<file path="src/rtl/bp_fe_lce_cmd_rx.sv">
// Front-end I-cache LCE command receiver.
// Accepts one CCE command at a time, issues the matching tag or data write
// to the I-cache, returns sync/invalidate acks and pulses the completion
// strobes consumed by the LCE request FSM.
module bp_fe_lce_cmd_rx #(
    parameter  int paddr_width_p         = 40,
    parameter  int sets_p                = 64,
    parameter  int assoc_p               = 8,
    parameter  int block_width_p         = 512,
    parameter  int dword_width_p         = 64,
    localparam int index_width_lp        = $clog2(sets_p),
    localparam int way_width_lp          = $clog2(assoc_p),
    localparam int block_offset_width_lp = $clog2(block_width_p / 8),
    localparam int tag_width_lp          = paddr_width_p - index_width_lp - block_offset_width_lp
) (
    input  logic                      clk_i,
    input  logic                      reset_n_i,

    input  logic [2:0]                cmd_type_i,
    input  logic [paddr_width_p-1:0]  cmd_addr_i,
    input  logic [way_width_lp-1:0]   cmd_way_i,
    input  logic [1:0]                cmd_state_i,
    input  logic [block_width_p-1:0]  cmd_data_i,
    input  logic                      cmd_v_i,
    output logic                      cmd_ready_o,

    output logic                      tag_w_v_o,
    output logic [index_width_lp-1:0] tag_w_index_o,
    output logic [way_width_lp-1:0]   tag_w_way_o,
    output logic [tag_width_lp-1:0]   tag_w_tag_o,
    output logic [1:0]                tag_w_state_o,
    output logic                      tag_w_clear_all_o,
    input  logic                      tag_w_yumi_i,

    output logic                      data_w_v_o,
    output logic [index_width_lp-1:0] data_w_index_o,
    output logic [way_width_lp-1:0]   data_w_way_o,
    output logic [block_width_p-1:0]  data_w_data_o,
    input  logic                      data_w_yumi_i,

    output logic                      resp_v_o,
    output logic [1:0]                resp_type_o,
    output logic [paddr_width_p-1:0]  resp_addr_o,
    input  logic                      resp_yumi_i,

    output logic [dword_width_p-1:0]  uc_data_o,
    output logic                      cce_data_received_o,
    output logic                      uncached_data_received_o,
    output logic                      set_tag_received_o,
    output logic                      set_tag_wakeup_received_o,
    output logic                      coherence_blocked_o
);

    localparam logic [2:0] CMD_SYNC      = 3'd0;
    localparam logic [2:0] CMD_SET_CLEAR = 3'd1;
    localparam logic [2:0] CMD_INV       = 3'd2;
    localparam logic [2:0] CMD_SET_TAG   = 3'd3;
    localparam logic [2:0] CMD_SET_TAG_W = 3'd4;
    localparam logic [2:0] CMD_DATA      = 3'd5;
    localparam logic [2:0] CMD_UC_DATA   = 3'd6;

    localparam logic [1:0] RESP_SYNC_ACK = 2'd1;
    localparam logic [1:0] RESP_INV_ACK  = 2'd2;

    typedef enum logic [1:0] {
        ST_READY   = 2'd0,
        ST_TAG_WR  = 2'd1,
        ST_DATA_WR = 2'd2,
        ST_RESP    = 2'd3
    } state_e;

    state_e                     state_q, state_d;
    logic                       ready_q;
    logic [2:0]                 type_q;
    logic [paddr_width_p-1:0]   addr_q;
    logic [way_width_lp-1:0]    way_q;
    logic [1:0]                 coh_q;
    logic [block_width_p-1:0]   data_q;
    logic [dword_width_p-1:0]   uc_data_q;
    logic                       uc_pulse_q;

    logic                       load_s;
    logic                       tag_v_s;
    logic                       data_v_s;
    logic                       resp_v_s;
    logic                       tag_done_s;
    logic                       data_done_s;
    logic                       is_set_tag_s;

    // ready_q is low during reset and the first cycle after it, so no command
    // can be taken while the block is coming out of reset.
    assign load_s       = cmd_v_i & ready_q;
    assign tag_v_s      = (state_q == ST_TAG_WR);
    assign data_v_s     = (state_q == ST_DATA_WR);
    assign resp_v_s     = (state_q == ST_RESP);
    assign tag_done_s   = tag_v_s & tag_w_yumi_i;
    assign data_done_s  = data_v_s & data_w_yumi_i;
    assign is_set_tag_s = (type_q == CMD_SET_TAG) | (type_q == CMD_SET_TAG_W);

    // Next-state selection: dispatch a new command or retire the pending one.
    always_comb begin
        state_d = state_q;
        case (state_q)
            ST_READY: begin
                if (load_s) begin
                    case (cmd_type_i)
                        CMD_SYNC:      state_d = ST_RESP;
                        CMD_SET_CLEAR: state_d = ST_TAG_WR;
                        CMD_INV:       state_d = ST_TAG_WR;
                        CMD_SET_TAG:   state_d = ST_TAG_WR;
                        CMD_SET_TAG_W: state_d = ST_TAG_WR;
                        CMD_DATA:      state_d = ST_DATA_WR;
                        default:       state_d = ST_READY;
                    endcase
                end else begin
                    state_d = ST_READY;
                end
            end
            ST_TAG_WR: begin
                if (tag_w_yumi_i) begin
                    state_d = (type_q == CMD_INV) ? ST_RESP : ST_READY;
                end else begin
                    state_d = ST_TAG_WR;
                end
            end
            ST_DATA_WR: begin
                if (data_w_yumi_i) begin
                    state_d = ST_READY;
                end else begin
                    state_d = ST_DATA_WR;
                end
            end
            ST_RESP: begin
                if (resp_yumi_i) begin
                    state_d = ST_READY;
                end else begin
                    state_d = ST_RESP;
                end
            end
            default: state_d = ST_READY;
        endcase
    end

    // FSM state, command capture and the registered uncached-data strobe.
    always_ff @(posedge clk_i or negedge reset_n_i) begin
        if (!reset_n_i) begin
            state_q    <= ST_READY;
            ready_q    <= 1'b0;
            type_q     <= 3'd0;
            addr_q     <= '0;
            way_q      <= '0;
            coh_q      <= 2'd0;
            data_q     <= '0;
            uc_data_q  <= '0;
            uc_pulse_q <= 1'b0;
        end else begin
            state_q    <= state_d;
            ready_q    <= (state_d == ST_READY);
            uc_pulse_q <= load_s & (cmd_type_i == CMD_UC_DATA);
            if (load_s) begin
                type_q <= cmd_type_i;
                addr_q <= cmd_addr_i;
                way_q  <= cmd_way_i;
                coh_q  <= cmd_state_i;
                data_q <= cmd_data_i;
            end
            if (load_s && (cmd_type_i == CMD_UC_DATA)) begin
                uc_data_q <= cmd_data_i[dword_width_p-1:0];
            end
        end
    end

    assign cmd_ready_o       = ready_q;

    assign tag_w_v_o         = tag_v_s;
    assign tag_w_index_o     = addr_q[block_offset_width_lp +: index_width_lp];
    assign tag_w_way_o       = way_q;
    assign tag_w_tag_o       = addr_q[paddr_width_p-1 -: tag_width_lp];
    assign tag_w_state_o     = is_set_tag_s ? coh_q : 2'd0;
    assign tag_w_clear_all_o = (type_q == CMD_SET_CLEAR);

    assign data_w_v_o        = data_v_s;
    assign data_w_index_o    = addr_q[block_offset_width_lp +: index_width_lp];
    assign data_w_way_o      = way_q;
    assign data_w_data_o     = data_q;

    assign resp_v_o          = resp_v_s;
    assign resp_type_o       = resp_v_s ? ((type_q == CMD_INV) ? RESP_INV_ACK : RESP_SYNC_ACK) : 2'd0;
    assign resp_addr_o       = addr_q;

    assign uc_data_o         = uc_data_q;

    // Only one state is live at a time, so at most one strobe can fire, and
    // leaving the write state on yumi keeps each strobe a single cycle wide.
    assign cce_data_received_o       = data_done_s;
    assign uncached_data_received_o  = uc_pulse_q;
    assign set_tag_received_o        = tag_done_s & (type_q == CMD_SET_TAG);
    assign set_tag_wakeup_received_o = tag_done_s & (type_q == CMD_SET_TAG_W);

    assign coherence_blocked_o = (tag_v_s & ~tag_w_yumi_i) | (data_v_s & ~data_w_yumi_i);

endmodule

</file>
<file path="config.mk">
export PLATFORM = sky130hd
export DESIGN_NAME = bp_fe_lce_cmd_rx
export DESIGN_NICKNAME = d
export VERILOG_FILES = /design/src/rtl/bp_fe_lce_cmd_rx.sv
export SDC_FILE = /design/constraint.sdc
export NUM_CORES = 1
export LEC_CHECK = 0
export CORE_AREA = 5 5 477 479
export CTS_CLUSTER_DIAMETER = 80
export DETAILED_ROUTE_END_ITERATION = 10
export DIE_AREA = 0 0 482 484
export PLACE_DENSITY = 0.3
export REMOVE_ABC_BUFFERS = 1
export SYNTH_ARGS = -nofsm -noshare
export SYNTH_HDL_FRONTEND = slang
export SYNTH_SLANG_ARGS = --single-unit
</file>
<file path="constraint.sdc">
create_clock -name clk_i -period 2 [get_ports clk_i]
set_clock_uncertainty 0.05 [all_clocks]
set_input_delay 0.4 -clock clk_i [delete_from_list [all_inputs] [get_ports clk_i]]
set_output_delay 0.4 -clock clk_i [all_outputs]
set_load 0.01 [all_outputs]
</file>
Word level (Yosys, flattened, before mapping)
Index checks and enable logic that the tools add are counted.

Bits of input ports: 566. Bits in registers: 628. Output and inout bits: 676. Word-level logic and storage cells: 49.

Equal/unequal tests: 13. Reductions and logical operators: 5. Muxes and demuxes: 10. Bitwise operators: 12.

Operators with widths (count): $mux W2 (8); $eq A3 B2 Y1 const B (4); $eq A3 B3 Y1 const B (4); $and A1 B1 Y1 (8); $pmux W2 S4 (1); $eq A3 B1 Y1 const B (2); $pmux W2 S3 (1); $eq A2 B2 Y1 const B (2); $logic_not A2 Y1 (2); $reduce_or A4 Y1 (1); $logic_not A3 Y1 (1); $eq A2 B1 Y1 const B (1); $not A1 Y1 (2); $or A1 B1 Y1 (2); $logic_and A1 B1 Y1 (1).

Depth between registers and ports, before layout
Depth in word-level cells: 6. Depth in mapped cells: 7. Mapped depth without buffers: 4.

Worst setup path before layout
No wires, ideal clock.

Path type: reg2reg. Start point: register ready_q (netlist: cmd_ready_o). End point: register uc_data_q[14] (netlist: uc_data_o[14]). Path buffers: 3. Arrival time: 1390 ps. Stages on the path, launching flop included: 7. Setup slack: 435 ps. Period minus slack after synthesis: 1565 ps. Data required time: 1825 ps. Setup time: 125 ps. Cells stage by stage: dfrtp_1 > and2_1 > buf_2 > nand4b_1 > buf_6 > buf_6 > mux2_4.

Word-level cells in the longest chain between the ends: 2.

RTL lines: from (decl) (RTL line 73) `logic ready_q;`; from (signal assigned) (RTL line 158) `ready_q <= (state_d == ST_READY);`; $and A1 B1 Y1 (RTL line 92) `assign load_s = cmd_v_i & ready_q;`; $logic_and A1 B1 Y1 (RTL line 167) `if (load_s && (cmd_type_i == CMD_UC_DATA)) begin`; to (signal assigned) (RTL line 168) `uc_data_q <= cmd_data_i[dword_width_p-1:0];`; to (decl) (RTL line 79) `logic [dword_width_p-1:0] uc_data_q;`.

Every way passes these cells. A chain may end at the register's enable or synchronous reset.

Final worst setup path
Start point: register state_q[0]. End point: output set_tag_received_o.

Word-level cells in the longest chain between the ends: 3.

RTL lines: from (decl) (RTL line 72) `state_e state_q, state_d;`; from (signal assigned) (RTL line 157) `state_q <= state_d;`; $eq A2 B1 Y1 (RTL line 93) `assign tag_v_s = (state_q == ST_TAG_WR);`; $and A1 B1 Y1 (RTL line 96) `assign tag_done_s = tag_v_s & tag_w_yumi_i;`; $and A1 B1 Y1 (RTL line 197) `assign set_tag_received_o = tag_done_s & (type_q == CMD_SET_TAG);`; to (decl) (RTL line 49) `output logic set_tag_received_o,`.

Every way passes these cells.

==> impl_results.md <==
- Final setup violating endpoints: 11
- Max Cap Viol: 0
- Place WS: -0.227 ns
- Initial antenna violation count: 54
- Internal: 0.0401 W
- Die Height: 484 microns
- DRC viols: 0
- CTS Sinks: 628
- Congestion Overflow GR: 0
- Clock Pin Slew Worst Setup and Hold Paths: 0.06 ns
- Area delta synth->final: 80.7%
- Critical path class: reg -> out
- Tmin final: 2.14 ns
- Largest net degree at the start of global routing: 78
- GP Congestion: 0.783
- Fraction of layout cells with a size suffix above 1: 13.6%
- Port bufs: 1241
- Worst-Skew Late Latency: 0.69 ns
- Run status: complete, but fails checks
- Core area: 223000 sq um
- Cell area after layout: 43500 sq um
- Flops & latches, synth: 628
- R2R Setup Slk: 0.34 ns
- WL per Instance: 22.1 microns
- LEAKAGE: 21.6 nW
- CP max stage delay: 0.41 ns
- Fmax achieved: 467 MHz
- Worst EP required: 1.55 ns
- R2r worst-path depth: 5
- P per Cell Area: 1520 nW/um^2
- Hpwl dp: 124000 microns
- Cell Chain, Critical Path: nor2b_4, buf_6, nand2_4, nor2_2, buf_2
- CTS tree: yes
- CP endpoint kind: output port
- Post-Syn Instances: 2583
- Mapped Area: 24100 sq um
- Final cell count without fillers: 6980
- Max Transition Viols Final: 0
- Num rows: 174
- Vias per Instance: 3.18
- Switching power: 0.0260 W
- Reg2reg end: uc_data_o[2]
- Number of distinct library cells after synthesis: 26
- Worst slew pin tran: 0.594 ns
- Worst Hold Slack: 0.141 ns
- Combinational Power Share: 40.4%
- Commonest non-fill, non-tap cell in the layout: nand2_1
- Sequential share of the synthesized area: 65.3%
- Relative slew slack: 60.4%
- Crit. Startpoint: state_q[0]
- Avg Inst Size Synth: 9.32 sq um
- Crit path max fanout: 3
- Initial Util: 10.8%
- Worst vdd ir: 629 uV
- First-pass GRT wire length: 208000 microns
- Root buffer selected by CTS: clkbuf_16
- Die width: 482 microns
- RR Startpoint: cmd_ready_o
- Routed WL: 154000 microns
- Tot GR Track Use: 12.8%
- Clock power frac: 25.9%
- First DRT Iteration DRCs: 1050
- Placed insts: 6772
- CP max-delay cell: dfrtp_1
- CTS H-tree depth: 3
- Placed cell area: 40800 sq um
- Reg power frac: 33.7%
- RSZ-0062 raised after global routing: yes
- CTS Buf Count: 93
- Critical path data arrival time: 1.69 ns
- Final ANT Viol Nets: 0
- Final period util: 107%
- I/O Pins: 1242
- Startpoint Class: register
- Total power: 0.0661 W
- Vias: 22226
- First drt pass iteration count: 4
- Switching Fraction: 39.3%
- Most frequent cells in the layout: nand2_1, dfrtp_1, clkdlybuf4s50_1
- Die area: 233000 sq um
- Nets: 4461
- Clock Path Buffers: 3
- Hold Crit Class: in -> async
- Failing checks: negative setup slack
- Vias in the first global route: 23881
- Ys Warns: 0
- Final Hold Vio Count: 0
- Final worst-path setup slack: -0.140 ns
[worst max-delay path, delay by kind of cell (launching register included)]
kind / cells / cell delay, ns
buffers and inverters: 2 / 0.25
and+or+nand+nor: 3 / 0.34
DFF: 1 / 0.41
[sequential cells by signal, indices dropped and copies added (netlist names)]
| signal | flops |
|---|---|
| uncached_data_received_o | 1 |
| data_w_data_o | 512 |
| state_q | 2 |
| coh_q | 2 |
| resp_addr_o | 40 |
| type_q | 3 |
| cmd_ready_o | 1 |
| data_w_way_o | 3 |
| uc_data_o | 64 |
[how the worst max path moves through the flow]
stage                                      endpoint  slack (ns)  depth (start not counted)
after floorplan                        uc_data_o[0]      -15.44                          3
after global placement                uc_data_o[47]       -0.17                          6
after detailed placement              uc_data_o[36]       -0.23                          6
after CTS                 set_tag_wakeup_received_o       -0.25                          5
after global routing      set_tag_wakeup_received_o       -0.28                          5
final                            set_tag_received_o       -0.14                          5
[power by group through the flow]
stage	Clock [W]	Sequential [W]	Combinational, W
6_report	0.0171	0.0223	0.0267
5_1_grt	0.0184	0.0232	0.0295
4_1_cts	0.0180	0.0225	0.0279
3_5_place_dp	0	0.0227	0.0313
3_3_place_gp	0	0.0226	0.0314
2_1_floorplan	0	0.0184	0.00417
[cells by family after synthesis]
family / synth area share, %
simple gates: 26.7
flops: 65.3
buf+inv: 3.97
compound gates: 0.192
mux: 3.76
xor+xnor: 0.0364
[routing by layer]
metal	track usage, %	part of all wire, %	wire length [microns]	vias up
met5	0	0.14	211	-
met1	14.8	40	61400	10560
met3	7.09	13	19700	204
li1	-	-	-	10470
met4	5.04	3.5	5440	34
met2	19.7	44	67800	958
[cells in the mapped netlist]
cell type     n  area, sq um
a22o_1        1         8.76
and2_1        4         25.0
and3_1        1         6.26
buf_1        11         41.3
buf_2        62          310
buf_4        43          323
buf_6         6         67.6
clkbuf_1     53          199
dfrtp_1     628        15700
inv_1         4         15.0
mux2_2       15          169
mux2_4       49          736
nand2_1    1687         6330
nand3_1       1         5.00
nand3b_1      1         7.51
nand4b_1      1         8.76
nor2_1        5         18.8
nor2b_1       2         12.5
nor3b_1       2         15.0
o211ai_1      1         7.51
o21a_1        1         7.51
o21ai_0       1         5.00
o311ai_0      1         8.76
o311ai_1      1         8.76
or3_1         1         6.26
xor2_1        1         8.76
[per-stage QoR]
stage | setup TNS, ns | utilization [%]
2_1_floorplan | -5456.47 | -
3_3_place_gp | -14.73 | 18.3
3_5_place_dp | -18.41 | 18.3
4_1_cts | -2.39 | 19.5
5_1_grt | -2.42 | 19.5
6_report | -0.944 | 19.5
[layout make-up]
class                      count  area (sq um)
multi-input combinational   1776          7470
antenna                       19          47.5
sequential                   628         15700
clock buffer                 129          2660
inverter                       4          15.0
tap                         2992          3740
clock inverter                40           465
timing repair buffer        1392         13400
fill                       25076        180000
[repair_timing]
action | in CTS | in global routing
endpoints found under the setup margin | 660 | 17
pin swaps | 10 | 3
hold endpoints to repair | 341 | 0
buffers inserted | 17 | 5
gates resized for setup | 1077 | 17
hold buffers | 1 | 0
No activity file was read; power rests on OpenSTA's default activity.
